==> src/rtl/mem_check_scoreboard_pkg.sv <==
// Shared types and constants for the memory check scoreboard.
package mem_check_scoreboard_pkg;

    typedef enum logic [1:0] {
        ST_IDLE = 2'd0,
        ST_SCAN = 2'd1,
        ST_DONE = 2'd2
    } state_t;

    localparam logic [31:0] STOP_WORD_DEFAULT = 32'hff00_0000;

endpackage

==> src/rtl/mem_check_scoreboard_if.sv <==
// Memory check port: read strobe/address out, data plus expected word and mask back.
interface mem_check_scoreboard_if #(
    parameter int DATA_W = 256,
    parameter int ADDR_W = 16
);
    logic              rd_en;
    logic [ADDR_W-1:0] rd_addr;
    logic [DATA_W-1:0] rd_data;
    logic [DATA_W-1:0] exp_data;
    logic [DATA_W-1:0] exp_mask;

    modport master (
        output rd_en,
        output rd_addr,
        input  rd_data,
        input  exp_data,
        input  exp_mask
    );

    modport slave (
        input  rd_en,
        input  rd_addr,
        output rd_data,
        output exp_data,
        output exp_mask
    );
endinterface

==> src/rtl/mem_check_scoreboard_mask_compare.sv <==
// Masked inequality of one memory word; a zero mask bit is a don't-care.
module mask_compare #(
    parameter int DATA_W = 256
) (
    input  logic [DATA_W-1:0] data,
    input  logic [DATA_W-1:0] expected,
    input  logic [DATA_W-1:0] mask,
    output logic              mismatch
);
    assign mismatch = |((data ^ expected) & mask);
endmodule

==> src/rtl/mem_check_scoreboard.sv <==
// Snoops the system bus for a stop word, then reads every memory location once
// and records which ones differ from the expected contents under a mask.
module mem_check_scoreboard
    import mem_check_scoreboard_pkg::*;
#(
    parameter int          DATA_W    = 256,
    parameter int          DEPTH     = 14,
    parameter int          ADDR_W    = 16,
    parameter logic [31:0] STOP_WORD = STOP_WORD_DEFAULT,
    localparam int         CNT_W     = $clog2(DEPTH + 1)
) (
    input  logic                   Clk,
    input  logic                   nReset,
    input  logic [DATA_W-1:0]      DataBus,
    input  logic                   clear,
    mem_check_scoreboard_if.master mem,
    output logic                   busy,
    output logic                   done,
    output logic                   fail,
    output logic [DEPTH-1:0]       fail_vec,
    output logic [CNT_W-1:0]       err_count,
    output logic [ADDR_W-1:0]      first_fail
);

    state_t              state_reg, state_next;
    logic                rd_en_reg, rd_en_next;
    logic [ADDR_W-1:0]   rd_addr_reg, rd_addr_next;
    logic                cmp_valid_reg, cmp_valid_next;
    logic [ADDR_W-1:0]   cmp_idx_reg, cmp_idx_next;
    logic [DEPTH-1:0]    fail_vec_reg, fail_vec_next;
    logic [CNT_W-1:0]    err_count_reg, err_count_next;
    logic [ADDR_W-1:0]   first_fail_reg, first_fail_next;

    logic                mismatch;
    logic                trigger;
    logic                last_issue;
    logic                last_cmp;
    logic [DEPTH-1:0]    hit_vec;

    // Only the low 32 bits of the snooped bus carry the trigger pattern.
    if (DATA_W > 32) begin : g_unused_bus
        logic unused_bus_bits;
        assign unused_bus_bits = ^DataBus[DATA_W-1:32];
    end

    mask_compare #(.DATA_W(DATA_W)) u_mask_compare (
        .data     (mem.rd_data),
        .expected (mem.exp_data),
        .mask     (mem.exp_mask),
        .mismatch (mismatch)
    );

    assign trigger    = (DataBus[31:0] == STOP_WORD) && !clear;
    assign last_issue = (rd_addr_reg == ADDR_W'(DEPTH - 1));
    assign last_cmp   = cmp_valid_reg && (cmp_idx_reg == ADDR_W'(DEPTH - 1));

    // One-hot record of the location being compared this cycle, if it failed.
    for (genvar gi = 0; gi < DEPTH; gi++) begin : g_hit
        assign hit_vec[gi] = cmp_valid_reg && mismatch && (cmp_idx_reg == ADDR_W'(gi));
    end

    always_ff @(posedge Clk or negedge nReset) begin
        if (!nReset) begin
            state_reg      <= ST_IDLE;
            rd_en_reg      <= 1'b0;
            rd_addr_reg    <= '0;
            cmp_valid_reg  <= 1'b0;
            cmp_idx_reg    <= '0;
            fail_vec_reg   <= '0;
            err_count_reg  <= '0;
            first_fail_reg <= '0;
        end else begin
            state_reg      <= state_next;
            rd_en_reg      <= rd_en_next;
            rd_addr_reg    <= rd_addr_next;
            cmp_valid_reg  <= cmp_valid_next;
            cmp_idx_reg    <= cmp_idx_next;
            fail_vec_reg   <= fail_vec_next;
            err_count_reg  <= err_count_next;
            first_fail_reg <= first_fail_next;
        end
    end

    always_comb begin
        state_next      = state_reg;
        rd_en_next      = 1'b0;
        rd_addr_next    = '0;
        cmp_valid_next  = 1'b0;
        cmp_idx_next    = '0;
        fail_vec_next   = fail_vec_reg;
        err_count_next  = err_count_reg;
        first_fail_next = first_fail_reg;

        if (clear) begin
            state_next      = ST_IDLE;
            fail_vec_next   = '0;
            err_count_next  = '0;
            first_fail_next = '0;
        end else begin
            case (state_reg)
                ST_IDLE: begin
                    if (trigger) begin
                        state_next = ST_SCAN;
                        rd_en_next = 1'b1;
                    end
                end
                ST_SCAN: begin
                    // Issue stops after the last address; the scan ends one
                    // cycle later when that location's data has been compared.
                    if (rd_en_reg && !last_issue) begin
                        rd_en_next   = 1'b1;
                        rd_addr_next = rd_addr_reg + ADDR_W'(1);
                    end
                    cmp_valid_next = rd_en_reg;
                    cmp_idx_next   = rd_addr_reg;
                    if (|hit_vec) begin
                        fail_vec_next = fail_vec_reg | hit_vec;
                        if (err_count_reg < CNT_W'(DEPTH)) begin
                            err_count_next = err_count_reg + CNT_W'(1);
                        end
                        if (fail_vec_reg == '0) begin
                            first_fail_next = cmp_idx_reg;
                        end
                    end
                    if (last_cmp) begin
                        state_next = ST_DONE;
                    end
                end
                ST_DONE: begin
                    state_next = ST_DONE;
                end
                default: begin
                    state_next = ST_IDLE;
                end
            endcase
        end
    end

    assign mem.rd_en   = rd_en_reg;
    assign mem.rd_addr = rd_addr_reg;
    assign busy        = (state_reg == ST_SCAN);
    assign done        = (state_reg == ST_DONE);
    assign fail        = |fail_vec_reg;
    assign fail_vec    = fail_vec_reg;
    assign err_count   = err_count_reg;
    assign first_fail  = first_fail_reg;

endmodule
==> src/flat_wrapper.sv <==
// flat-port wrapper written by rule: the top's interface ports become plain ports
module mem_check_scoreboard_flat import mem_check_scoreboard_pkg::*;
#(
    parameter int          DATA_W    = 256,
    parameter int          DEPTH     = 14,
    parameter int          ADDR_W    = 16,
    parameter logic [31:0] STOP_WORD = STOP_WORD_DEFAULT,
    localparam int         CNT_W     = $clog2(DEPTH + 1)
)
  (Clk, nReset, DataBus, clear, busy, done, fail, fail_vec, err_count, first_fail, mem_rd_en, mem_rd_addr, mem_rd_data, mem_exp_data, mem_exp_mask);
  mem_check_scoreboard_if #(.DATA_W(DATA_W), .ADDR_W(ADDR_W)) mem_i ();
  input  logic Clk;
  input  logic nReset;
  input  logic [DATA_W-1:0] DataBus;
  input  logic clear;
  output logic busy;
  output logic done;
  output logic fail;
  output logic [DEPTH-1:0] fail_vec;
  output logic [CNT_W-1:0] err_count;
  output logic [ADDR_W-1:0] first_fail;
  output wire logic [$bits(mem_i.rd_en)-1:0] mem_rd_en;
  output wire logic [$bits(mem_i.rd_addr)-1:0] mem_rd_addr;
  input wire logic [$bits(mem_i.rd_data)-1:0] mem_rd_data;
  input wire logic [$bits(mem_i.exp_data)-1:0] mem_exp_data;
  input wire logic [$bits(mem_i.exp_mask)-1:0] mem_exp_mask;
  assign mem_rd_en = mem_i.rd_en;
  assign mem_rd_addr = mem_i.rd_addr;
  assign mem_i.rd_data = mem_rd_data;
  assign mem_i.exp_data = mem_exp_data;
  assign mem_i.exp_mask = mem_exp_mask;
  mem_check_scoreboard #(.DATA_W(DATA_W), .DEPTH(DEPTH), .ADDR_W(ADDR_W), .STOP_WORD(STOP_WORD)) u_core (.Clk(Clk), .nReset(nReset), .DataBus(DataBus), .clear(clear), .mem(mem_i), .busy(busy), .done(done), .fail(fail), .fail_vec(fail_vec), .err_count(err_count), .first_fail(first_fail));
endmodule
==> config.mk <==
export PLATFORM = sky130hd
export DESIGN_NAME = mem_check_scoreboard_flat
export DESIGN_NICKNAME = d
export VERILOG_FILES = /design/src/rtl/mem_check_scoreboard_pkg.sv /design/src/rtl/mem_check_scoreboard_if.sv /design/src/rtl/mem_check_scoreboard_mask_compare.sv /design/src/rtl/mem_check_scoreboard.sv /design/src/flat_wrapper.sv
export SDC_FILE = /design/constraint.sdc
export NUM_CORES = 1
export LEC_CHECK = 0
export ABC_CLOCK_PERIOD_IN_PS = 2450
export CAP_MARGIN = 25
export CORE_AREA = 2 2 419 421
export DETAILED_ROUTE_END_ITERATION = 12
export DIE_AREA = 0 0 421 423
export MAX_ROUTING_LAYER = met4
export PLACE_DENSITY = 0.32
export SLEW_MARGIN = 20
export SYNTH_ARGS = -nofsm -noshare
export SYNTH_HDL_FRONTEND = slang
export SYNTH_HIERARCHICAL = 1
export SYNTH_SLANG_ARGS = --single-unit
==> constraint.sdc <==
create_clock -name Clk -period 2.45 [get_ports Clk]
set_input_delay 0.49 -clock Clk [delete_from_list [all_inputs] [get_ports Clk]]
set_output_delay 0.49 -clock Clk [all_outputs]
set_load 0.01 [all_outputs]
==> metrics <==
half-perimeter wire length after detailed placement=roughly 140 mm; sum of buffers and inverters on the critical path=2; buffer type at the clock tree root=sky130_fd_sc_hd__clkbuf_16; number of hold-slack violations in the final timing report=0; Via Count=10.55k; Placeable Area=0.1732 mm^2; Power per Cell Area=267.6 mW/mm^2; number of antenna violations at the first check in global routing=293; routability cong.=0.9226; ordered list of cells on the worst path=clkdlybuf4s50_1 > xor2_2 > a22oi_2 > nand4_1 > nor4_4 > nand4_1 > or2_4 > nor4bb_4 > nand4_1 > buf_6 > nor3b_4 > a21oi_1 > nor2_1; area delta synth->final=207.9%; CP endpoint kind=flop; hold crit path type=in2async; met1 usage in global routing=0.1564; DRC marker count from the first detailed-route iteration=497; net count of the mapped netlist=between 1.5k and 2k; prevailing post-synth register cell=sky130_fd_sc_hd__dfrtp_1; I/O pin total=1,081; fill cell instance count of the final layout=roughly 20k; final setup margin=-0.6295 ns; fraction of layout cells with a size suffix above 1=0.1619; total area of multi-input combinational cells=0.005589 mm^2; routed length per placed instance=35.23 um; first-pass GRT wire length=165.3 mm; worst reg2reg setup slack=0.38 ns; clock transition at the registers of the reported paths=around 0.06 ns; pins over their slew limit=0; post-route fraction of the period consumed by the critical path=1.257; pin count of the biggest net entering global routing=58; CTS tree=built; clock latency on the worst-skew pair=0.33 ns; relative slew slack=0.6182; setup repair after global routing missed its margin=yes; number of H-tree branching levels=3; area share of the largest cell type after synthesis=0.3616; end of the worst register-to-register path=u_core/first_fail[0]; number of enable flip-flop cells after synthesis=0; sum of routed wire length over all layers=142.6 mm; cell at the slowest stage of the critical path=sky130_fd_sc_hd__clkdlybuf4s50_1; FF/Latch Area=between 0.0015 and 0.002 mm^2; total iterations of the first detailed-routing run=5; most area-hungry cell type in the Yosys netlist=sky130_fd_sc_hd__xor2_1; Syn Area/Cell=roughly 9 um^2; Setup crit start kind=primary input; number of register bits inferred by synthesis=70; detail-routed via count per cell=2.608; outcome=complete, but fails checks; CP required=2.67 ns; sum of negative setup slack=-18.69 ns; CP arrival=3.30 ns; launch point of the worst reg-to-reg path=u_core/fail_vec[5]; Yosys cell types=35; instance count of the mapped netlist=696; most common cell after layout, fill and taps aside=sky130_fd_sc_hd__clkdlybuf4s50_1; most congested layer reported by global routing=met2; biggest area contributors in the synthesized netlist=sky130_fd_sc_hd__xor2_1 36%, sky130_fd_sc_hd__dfrtp_1 27%, sky130_fd_sc_hd__a22oi_1 15%; minimum clock period after layout=3.080 ns; proportion of synthesized flip-flops having asynchronous set or reset=1.000; Post-layout nets=2,653; Worst Skew=0.007389 ns; number of warning messages in the yosys log=6; maximum cell stage delay along the critical path=about 0.44 ns; via count of the first global-routing pass=10.45k; remaining global-route overflow=0; violations in the final reports=antenna violations, negative setup slack; Syn Std Cell Area=0.006442 mm^2; family with the most delay on the worst path=simple AND/OR/NAND/NOR gates; grt met3 use=0.05187; total routing usage reported by global routing=0.1593; Reg2Reg Depth=7; die outline height=423 um; maxcap violations=0; highest fanout seen on the critical path=5; leading cell types in the layout, fill and taps excluded=554 x sky130_fd_sc_hd__clkdlybuf4s50_1, 215 x sky130_fd_sc_hd__xor2_1, 150 x sky130_fd_sc_hd__dlygate4sd2_1; met2 global-route usage=0.3146; Total Die Area=0.1781 mm^2; DRC viols=0; final setup violation count=34; antenna viol nets, final=1; std cell rows=between 150 and 200; hold buffer count at cts=0; slew at the pin with the worst max-slew slack=0.5715 ns; category of the critical setup timing path=in2reg; leakage power figure=~7.9 nW; sink count of the clock tree=70; I/O Buffers=856; register area share after synthesis=0.2719; total power consumption of the routed design=5.309 mW; initial cell density of the core=0.03719; maximum clock rate=roughly 320 MHz; Bufs on Longest Clock Path=2; CTS buffer count=9; most prevalent standard cell on the critical path=sky130_fd_sc_hd__nand4_1; die extent in x=421 um; maximum VDD drop=356.1 uV
==> where the power goes <==
part / total (mW) / leakage, nW / switching (mW) / internal (mW)
Sequential: 1.18 / 0.976 / 0.00810 / 1.17
Clock: 1.43 / 0.155 / 0.515 / 0.915
Combinational: 2.70 / 6.79 / 1.16 / 1.54
==> repair_timing <==
| item | CTS | global route |
|---|---|---|
| pin swaps | 132 | 49 |
| hold endpoints to repair | 0 | 0 |
| resized for setup | 428 | 164 |
| endpoints found under the setup margin | 35 | 34 |
| setup buffers | 4 | 0 |
==> cells in the mapped netlist (all sizes together), types with 2 or more instances <==
master / count
and3: 3
nand3: 5
nor2b: 5
or3: 2
a21oi: 17
xnor2: 3
a22oi: 128
and2: 32
nand2: 11
ha: 7
inv: 3
a31oi: 2
a311oi: 2
xor2: 266
nor2: 40
mux2i: 6
nand4: 45
and4: 2
o21ai: 4
nor3: 3
nand2b: 4
dfrtp: 70
nor4: 22
clkbuf: 6
==> per-layer routing <==
| metal | wire (um) | up-vias | part of all wire |
|---|---|---|---|
| met3 | 11850 | 408 | 0.083 |
| met4 | 2913 | 0 | 0.020 |
| met2 | 78930 | 895 | 0.55 |
| met5 | 0 | - | 0 |
| met1 | 48860 | 4757 | 0.34 |
| li1 | - | 4490 | - |
==> final cells by class <==
cell class | count | area share
clock inverters | 6 | 0.004289
well taps | 2325 | 0.1466
diodes | 97 | 0.01224
inverters | 3 | 0.0005676
clock buffers | 10 | 0.01205
repair buffers | 919 | 0.4542
flip-flops and latches | 70 | 0.08829
multi-input cells | 616 | 0.2817
==> cells by family (layout without fill, tap and decap cells) <==
| family | count (synthesis) | in the layout | synth area share |
|---|---|---|---|
| adder cells (fa/ha/maj) | 7 | 7 | 0.01359 |
| flip-flops | 70 | 70 | 0.2719 |
| multiplexers | 6 | 6 | 0.009323 |
| buffers and inverters | 10 | 938 | 0.006991 |
| AO/OA/AOI/OAI | 155 | 155 | 0.1728 |
| AND/OR/NAND/NOR | 179 | 179 | 0.1596 |
| XOR/XNOR | 269 | 269 | 0.3657 |
| other | 0 | 97 | 0 |
==> worst max-delay path by stage <==
stage / from / end / slack [ns] / cells past startpoint
floorplan: mem_exp_data[153] / u_core/err_count[1] / 0.19 / 11
global placement: mem_rd_data[151] / u_core/fail_vec[12] / -2.85 / 14
detailed placement: mem_exp_data[133] / u_core/fail_vec[12] / -1.99 / 14
CTS: mem_rd_data[108] / u_core/fail_vec[0] / -0.69 / 15
global route: mem_rd_data[108] / u_core/err_count[1] / -0.70 / 15
finish: mem_exp_data[141] / u_core/fail_vec[2] / -0.63 / 13
==> stage by stage <==
stage | hold slack [ns] | setup WS (ns) | area, um^2 | utilization | instances
detailed placement | 0.4238 | -1.991 | 18620 | 0.1075 | 3962
floorplan | 0.1944 | 0.1870 | 6442 | - | 696
global placement | 0.4267 | -2.851 | 18600 | 0.1073 | 3959
finish | 0.06006 | -0.6295 | 19840 | 0.1145 | 4046
global route | 0.06351 | -0.6998 | 19750 | 0.1140 | 4010
CTS | 0.05844 | -0.6873 | 19140 | 0.1105 | 3960
Note: power is estimated with default switching activity, not from simulation.
